===== src/rtl/pipe_reg_chain_pkg.sv =====
// Shared constants and helpers for the registered pipeline chain.
package pipe_reg_chain_pkg;

  localparam int unsigned DEF_WIDTH = 4;
  localparam int unsigned DEF_DEPTH = 3;

  // Ceiling log2, used to size the occupancy counter.
  function automatic int unsigned clog2(input int unsigned n);
    int unsigned r;
    int unsigned p;
    r = 0;
    p = 1;
    while (p < n) begin
      p = p << 1;
      r = r + 1;
    end
    return r;
  endfunction

endpackage


===== src/rtl/pipe_reg_chain_stage.sv =====
// One pipeline stage: a data register plus its valid bit, moving only on advance.
module pipe_reg_chain_stage
  import pipe_reg_chain_pkg::*;
#(
  parameter int unsigned     WIDTH      = DEF_WIDTH,
  parameter logic [WIDTH-1:0] RESET_DATA = '0
) (
  input  logic             clk,
  input  logic             rst_n,
  input  logic             flush,
  input  logic             adv,
  input  logic             in_valid,
  input  logic [WIDTH-1:0] in_data,
  output logic             valid_q,
  output logic [WIDTH-1:0] data_q
);

  logic             valid_d;
  logic [WIDTH-1:0] data_d;

  // Next state: flush clears valid only; bubbles never overwrite data.
  always_comb begin
    valid_d = valid_q;
    data_d  = data_q;
    if (flush) begin
      valid_d = 1'b0;
    end else if (adv) begin
      valid_d = in_valid;
      if (in_valid) begin
        data_d = in_data;
      end
    end
  end

  // Stage registers.
  always_ff @(posedge clk or negedge rst_n) begin
    if (!rst_n) begin
      valid_q <= 1'b0;
      data_q  <= RESET_DATA;
    end else begin
      valid_q <= valid_d;
      data_q  <= data_d;
    end
  end

endmodule


===== src/rtl/pipe_reg_chain.sv =====
// DEPTH-stage registered valid/ready pipeline with flush and occupancy count.
module pipe_reg_chain
  import pipe_reg_chain_pkg::*;
#(
  parameter int unsigned      WIDTH      = DEF_WIDTH,
  parameter int unsigned      DEPTH      = DEF_DEPTH,
  parameter logic [WIDTH-1:0] RESET_DATA = '0,
  localparam int unsigned     CW         = clog2(DEPTH + 1)
) (
  input  logic             CLK,
  input  logic             RSTn,
  input  logic [WIDTH-1:0] Din,
  input  logic             Din_valid,
  output logic             Din_ready,
  output logic [WIDTH-1:0] Dout,
  output logic             Dout_valid,
  input  logic             Dout_ready,
  input  logic             Flush,
  output logic [CW-1:0]    Count
);

  logic [DEPTH-1:0] adv;
  logic [DEPTH-1:0] stage_v;
  logic [WIDTH-1:0] stage_data [DEPTH];
  logic             adv_run;
  logic             in_fire;
  logic             out_fire;
  logic [CW-1:0]    count_q;
  logic [CW-1:0]    count_d;

  // Combinational ready chain from the sink back to the head stage.
  always_comb begin
    adv     = '0;
    adv_run = Dout_ready;
    for (int k = int'(DEPTH) - 1; k >= 0; k--) begin
      adv_run = ~stage_v[k] | adv_run;
      adv[k]  = adv_run;
    end
  end

  assign Din_ready = adv[0] & ~Flush;
  assign in_fire   = Din_valid & Din_ready;
  assign out_fire  = stage_v[DEPTH-1] & Dout_ready;

  // Stage instances; stage 0 takes the accepted input word.
  for (genvar k = 0; k < int'(DEPTH); k++) begin : g_stage
    logic             in_valid;
    logic [WIDTH-1:0] in_data;
    if (k == 0) begin : g_head
      assign in_valid = in_fire;
      assign in_data  = Din;
    end else begin : g_link
      assign in_valid = stage_v[k-1];
      assign in_data  = stage_data[k-1];
    end
    pipe_reg_chain_stage #(
      .WIDTH      (WIDTH),
      .RESET_DATA (RESET_DATA)
    ) u_stage (
      .clk      (CLK),
      .rst_n    (RSTn),
      .flush    (Flush),
      .adv      (adv[k]),
      .in_valid (in_valid),
      .in_data  (in_data),
      .valid_q  (stage_v[k]),
      .data_q   (stage_data[k])
    );
  end

  // Occupancy: +1 per accepted word, -1 per delivered word, cleared by flush.
  always_comb begin
    count_d = count_q + CW'(in_fire) - CW'(out_fire);
    if (Flush) begin
      count_d = '0;
    end
  end

  // Occupancy register.
  always_ff @(posedge CLK or negedge RSTn) begin
    if (!RSTn) begin
      count_q <= '0;
    end else begin
      count_q <= count_d;
    end
  end

  assign Dout       = stage_data[DEPTH-1];
  assign Dout_valid = stage_v[DEPTH-1];
  assign Count      = count_q;

endmodule


===== config.mk =====
export PLATFORM = sky130hd
export DESIGN_NAME = pipe_reg_chain
export DESIGN_NICKNAME = d
export VERILOG_FILES = /design/src/rtl/pipe_reg_chain_pkg.sv /design/src/rtl/pipe_reg_chain_stage.sv /design/src/rtl/pipe_reg_chain.sv
export SDC_FILE = /design/constraint.sdc
export NUM_CORES = 1
export LEC_CHECK = 0
export BUFFER_PORTS_ARGS = -buffer_cell sky130_fd_sc_hd__clkbuf_2
export CELL_PAD_IN_SITES_DETAIL_PLACEMENT = 1
export CELL_PAD_IN_SITES_GLOBAL_PLACEMENT = 2
export CORE_UTILIZATION = 30
export CTS_CLUSTER_SIZE = 24
export DETAILED_ROUTE_END_ITERATION = 12
export MAX_ROUTING_LAYER = met4
export PLACE_DENSITY = 0.64
export RECOVER_POWER = 100
export SYNTH_ARGS = -nofsm -noshare
export SYNTH_HDL_FRONTEND = slang
export SYNTH_SLANG_ARGS = --single-unit

===== constraint.sdc =====
create_clock -name CLK -period 2.58 [get_ports CLK]
set_input_delay 0.129 -clock CLK [delete_from_list [all_inputs] [get_ports CLK]]
set_output_delay 0.129 -clock CLK [all_outputs]
set_load 0.02 [all_outputs]

# Word-level counts from Yosys, hierarchy flattened
# Index checks and enable logic that the tools add are counted.
[word_totals]
regBits = 17
output_inout_bits = 8
[classes]
n_bitwise = 10
muxes = 7
n_addsub = 2
reduce_logical = 6
[op_table]
columns = ["op", "n"]
rows = [
  ["$reduce_and 3->1", 3],
  ["$mux 1", 6],
  ["$reduce_bool 2->1", 3],
  ["$not 1->1", 4],
  ["$and 1x1->1", 3],
  ["$or 1x1->1", 3],
  ["$add 2x1->2", 1],
  ["$mux 2", 1],
  ["$sub 2x1->2", 1],
]

# Longest topological paths before layout
[logic_depth]
ltp_word = 9
depth_mapped = 8

# Modules after synthesis
# A second synthesis with hierarchy kept.
[unflattened]
cells_unflattened = 52
hier_area_um2 = 827.0
[modules_own_cells]
columns = ["mod", "cells_each", "instances", "seq_area_each_um2", "area_per_inst_um2"]
rows = [
  ["pipe_reg_chain_stage", 12, 3, 125.1, 219.0],
  ["pipe_reg_chain", 16, 1, 50.0, 170.2],
]

# Worst setup path after synthesis
# No wires, ideal clock.
[synth_timing]
path_type = "flip-flop to flip-flop"
startpoint = "reg g_stage[2].u_stage.valid_q"
endpoint = "reg count_q[0], in the netlist Count[0]"
required_ns = 2.447
arrival_time_ns = 1.819
setup_time_ns = 0.133
stages_incl_launch_ff = 8
slack_ns = 0.627
cell_sequence = "dfrtp_1 nor2b_4 buf_6 a311o_4 ha_1 inv_1 ha_1 nor2b_1"
[synth_via]
elab_chain_cells = 9
elab_cells_between_ends = 10
cone_classes = "add/sub: 2; mux: 1; bitwise: 7"
[synth_lines]
columns = ["item", "line_no", "source"]
rows = [
  ["start: declaration", "pipe_reg_chain_stage.sv:14", "output logic valid_q,"],
  ["start signal: assignment", "pipe_reg_chain_stage.sv:41", "valid_q <= valid_d;"],
  ["$not 1->1", "pipe_reg_chain.sv:36", "adv_run = ~stage_v[k] | adv_run;"],
  ["$or 1x1->1 (3 in a row)", "pipe_reg_chain.sv:36", ""],
  ["$and 1x1->1", "pipe_reg_chain.sv:41", "assign Din_ready = adv[0] & ~Flush;"],
  ["$and 1x1->1", "pipe_reg_chain.sv:42", "assign in_fire = Din_valid & Din_ready;"],
  ["$add 2x1->2", "pipe_reg_chain.sv:73", "count_d = count_q + CW'(in_fire) - CW'(out_fire);"],
  ["$sub 2x1->2 (*)", "pipe_reg_chain.sv:73", ""],
  ["$mux 2 (*)", "pipe_reg_chain.sv:74", "if (Flush) begin"],
  ["named net count_d[0]", "pipe_reg_chain.sv:29", "logic [CW-1:0] count_d;"],
  ["end signal: assignment", "pipe_reg_chain.sv:84", "count_q <= count_d;"],
  ["end: declaration", "pipe_reg_chain.sv:28", "logic [CW-1:0] count_q;"],
]
# Mark *: on every way through the listed nets, which the timed path passes. The rest lies on a longest branch.
# A chain may end at the register's enable or synchronous reset.

# Worst setup path after layout
[layout_timing]
startpoint = "reg g_stage[2].u_stage.valid_q"
endpoint = "reg count_q[1], in the netlist Count[1]"
# Same word-level chain as after synthesis.

==> results.py <==
metrics = {
    "floorplan": {
        "core_area_sq_mm": 0.00228,
        "initial_core_util": 0.329,
        "fp.dieW_microns": 51.9,
        "io_pins": 17,
        "die_area_sq_mm": 0.00270,
        "rows": 17,
        "floorplan.die.height_microns": 51.9,
    },
    "yosys": {
        "ys_types": 18,
        "synth-edff-count": 0,
        "syn_area_sq_um": 748,
        "yosys_warnings": 0,
        "synth.top_cells.by_count": "dfrtp_1, mux2_2, nor2_1",
        "ys_ff_latch": 17,
        "synthTopCellsByArea": "dfrtp_1, mux2_2, mux2_4, ha_1, a311o_4",
        "yosysSeqAreaShare": 0.569,
        "synth-async-reset-ratio": 1.00,
        "yosysMostFrequentCell": "dfrtp_1",
        "avgSynthCellArea_sq_um": 14.4,
        "synthFlopType": "dfrtp_1",
        "syn_nets": 63,
        "yosys.area.top_type_share": 0.569,
        "synth_top_cell_by_area": "dfrtp_1",
        "syn_inst": 52,
    },
    "detailed_routing": {
        "finalWirelength_mm": 1.31,
        "wire_per_inst_microns": 13.2,
        "vias": 445,
        "ant_nets": 0,
        "drt_iter0_drc": 2,
        "viasPerCell": 4.49,
        "drc_errors": 0,
        "dr.pass1.iters": 3,
    },
    "setup_path": {
        "cp-end-kind": "flip-flop",
        "criticalPathCategory": "reg -> reg",
        "cp_slowest_cell": "a311o_4",
        "r2r.worst_path.cells": 7,
        "cpPeakStageDelay_ns": 0.47,
        "cp.required_ns": 2.77,
        "cp-start-kind": "flip-flop",
        "crit_fanout": 7,
        "critPathArrivalTime_ns": 2.07,
        "worstPathCellList": "nor2b_1 -> a311o_4 -> ha_1 -> inv_1 -> ha_1 -> xnor2_1 -> nor2_1",
        "timing.critical_path.mode_cell": "ha_1",
    },
    "power": {
        "powerDensity_mw_per_mm2": 758,
        "irDropWorstVdd_v": 0.000436,
        "p_leak_nw": 0.399,
    },
    "sta": {
        "worst_slew_pin_slew_ns": 0.896,
        "setup-tns-final_ns": 0,
        "fin_crit_ns": 1.87,
        "setup_viol": 0,
        "layout_setup_ws_ns": 0.709,
        "final-hold-violation-count": 0,
        "maxSlewViolCount": 0,
        "fmax_mhz": 534,
        "max_slew_margin": 0.403,
        "min_period_over_period": 0.725,
        "grt_setup_unrepaired": "no",
        "finClkSkew_ns": 0.00893,
    },
    "clocking": {
        "clock-sinks": 17,
        "postCtsSetupRepairBufs": 0,
        "clk_path_buf_depth": 2,
        "cts_tree": "built",
        "cts_max_level": 1,
        "clock_latency_ns": 0.30,
        "cts_made_buffers": 3,
        "cts_root_buf": "clkbuf_4",
        "clk_pin_slew_ns": 0.11,
    },
    "placed_design": {
        "dp.cells": 94,
        "port-buffer-count": 16,
        "gp_congestion": 0.630,
        "pre_cts_slack_ns": 0.743,
        "hpwl_microns": 977,
    },
    "global_routing": {
        "grt_pass1_wl_mm": 2.19,
        "overflow": 0,
        "grt_max_degree": 18,
        "grt_usage": 0.123,
        "antenna_found_initial": 0,
        "grt_pass1_vias": 455,
    },
    "finish": {
        "n_fill_cell": 260,
        "area_delta_synth_final_pct": 13.5,
        "diodes": 0,
        "drive_gt1_frac": 0.282,
        "final_cells": 99,
        "fin_nets": 83,
    },
    "worst_hold_path": {
        "min-delay-path-class": "in -> reg",
        "holdPathStages": 2,
    },
    "run": {
        "cap_violations": 0,
    },
    "status": {
        "status": "finished, final reports clean",
    },
}
## cell type report
| class | count | area, sq um | share of cell area |
|---|---|---|---|
| tap | 28 | 35.0 | 0.0412 |
| sequential | 17 | 425 | 0.501 |
| clock buffer | 3 | 22.5 | 0.0265 |
| multi-input combinational | 30 | 269 | 0.317 |
| clock inverter | 1 | 7.51 | 0.00884 |
| inverter | 3 | 11.3 | 0.0133 |
| timing repair buffer | 17 | 78.8 | 0.0928 |
## metal layers
| layer | global-route usage | up-vias | wire length (microns) |
|---|---|---|---|
| met3 | 0.0614 | 2 | 75 |
| met1 | 0.146 | 216 | 625 |
| li1 | - | 216 | - |
| met2 | 0.186 | 11 | 598 |
| met4 | 0.0270 | 0 | 10 |
| met5 | - | - | 0 |
## worst max-delay path, delay by kind of cell, from the launching register on
kind	cells	cell delay, ns
fa+ha+maj	2	0.45
xor+xnor	1	0.15
flops	1	0.40
simple gates	2	0.26
buf+inv	1	0.04
compound gates	1	0.47
## layout by cell type (no fill, tap or decap), types with 2 or more instances in the layout
cell / instances
dfrtp_1: 17
clkbuf_1: 9
mux2_2: 8
clkbuf_2: 7
nor2_1: 5
mux2_1: 4
inv_1: 3
clkbuf_4: 3
nor2b_1: 2
a31oi_1: 2
ha_1: 2
## registers in the layout, indices dropped and copies added (netlist names)
name,flops
Count,2
g_stage.u_stage.valid_q,3
g_stage.u_stage.data_q,12
## worst paths after layout
kind                                                           from                                  endpoint  slack, ns
min                                                          Din[2]  g_stage[0].u_stage.data_q[2]$_DFFE_PN0P_       0.04
max                          g_stage[2].u_stage.valid_q$_DFFE_PN0P_                        Count[1]$_DFF_PN0_       0.71
max in group asynchronous                                      RSTn    g_stage[2].u_stage.valid_q$_DFFE_PN0P_       1.57
min reg2reg                g_stage[0].u_stage.data_q[2]$_DFFE_PN0P_  g_stage[0].u_stage.data_q[2]$_DFFE_PN0P_       0.50
min in group asynchronous                                      RSTn  g_stage[2].u_stage.data_q[1]$_DFFE_PN0P_       0.46
max reg2reg                  g_stage[2].u_stage.valid_q$_DFFE_PN0P_                        Count[1]$_DFF_PN0_       0.71
## where the power goes
group | switching, mW | internal (mW)
combinational | 0.0811 | 0.0635
clock | 0.0881 | 0.0590
sequential | 0.0287 | 0.324
total | 0.198 | 0.447
## through the flow
step	power, mW	hold slack (ns)	util	cell area [sq um]
after global placement	0.521	0.0928	0.373	848
after detailed placement	0.525	0.0884	0.373	848
after CTS	0.677	0.0437	0.390	888
after floorplan	0.466	-0.167	-	748
after global routing	0.692	0.0356	0.373	850
final	0.644	0.0369	0.373	850
## kinds of logic after synthesis
kind of cell	synth area share
xor+xnor	0.0234
mux	0.201
simple gates	0.0769
buf+inv	0.0351
flops	0.569
compound gates	0.0619
fa+ha+maj	0.0334
## what timing repair did
| item | CTS | global route |
|---|---|---|
| resized for setup | 0 | 0 |
| hold endpoints to repair | 17 | 0 |
| endpoints found under the setup margin | 0 | 0 |
| hold buffers | 1 | 0 |
No activity file was read; power rests on OpenSTA's default activity.
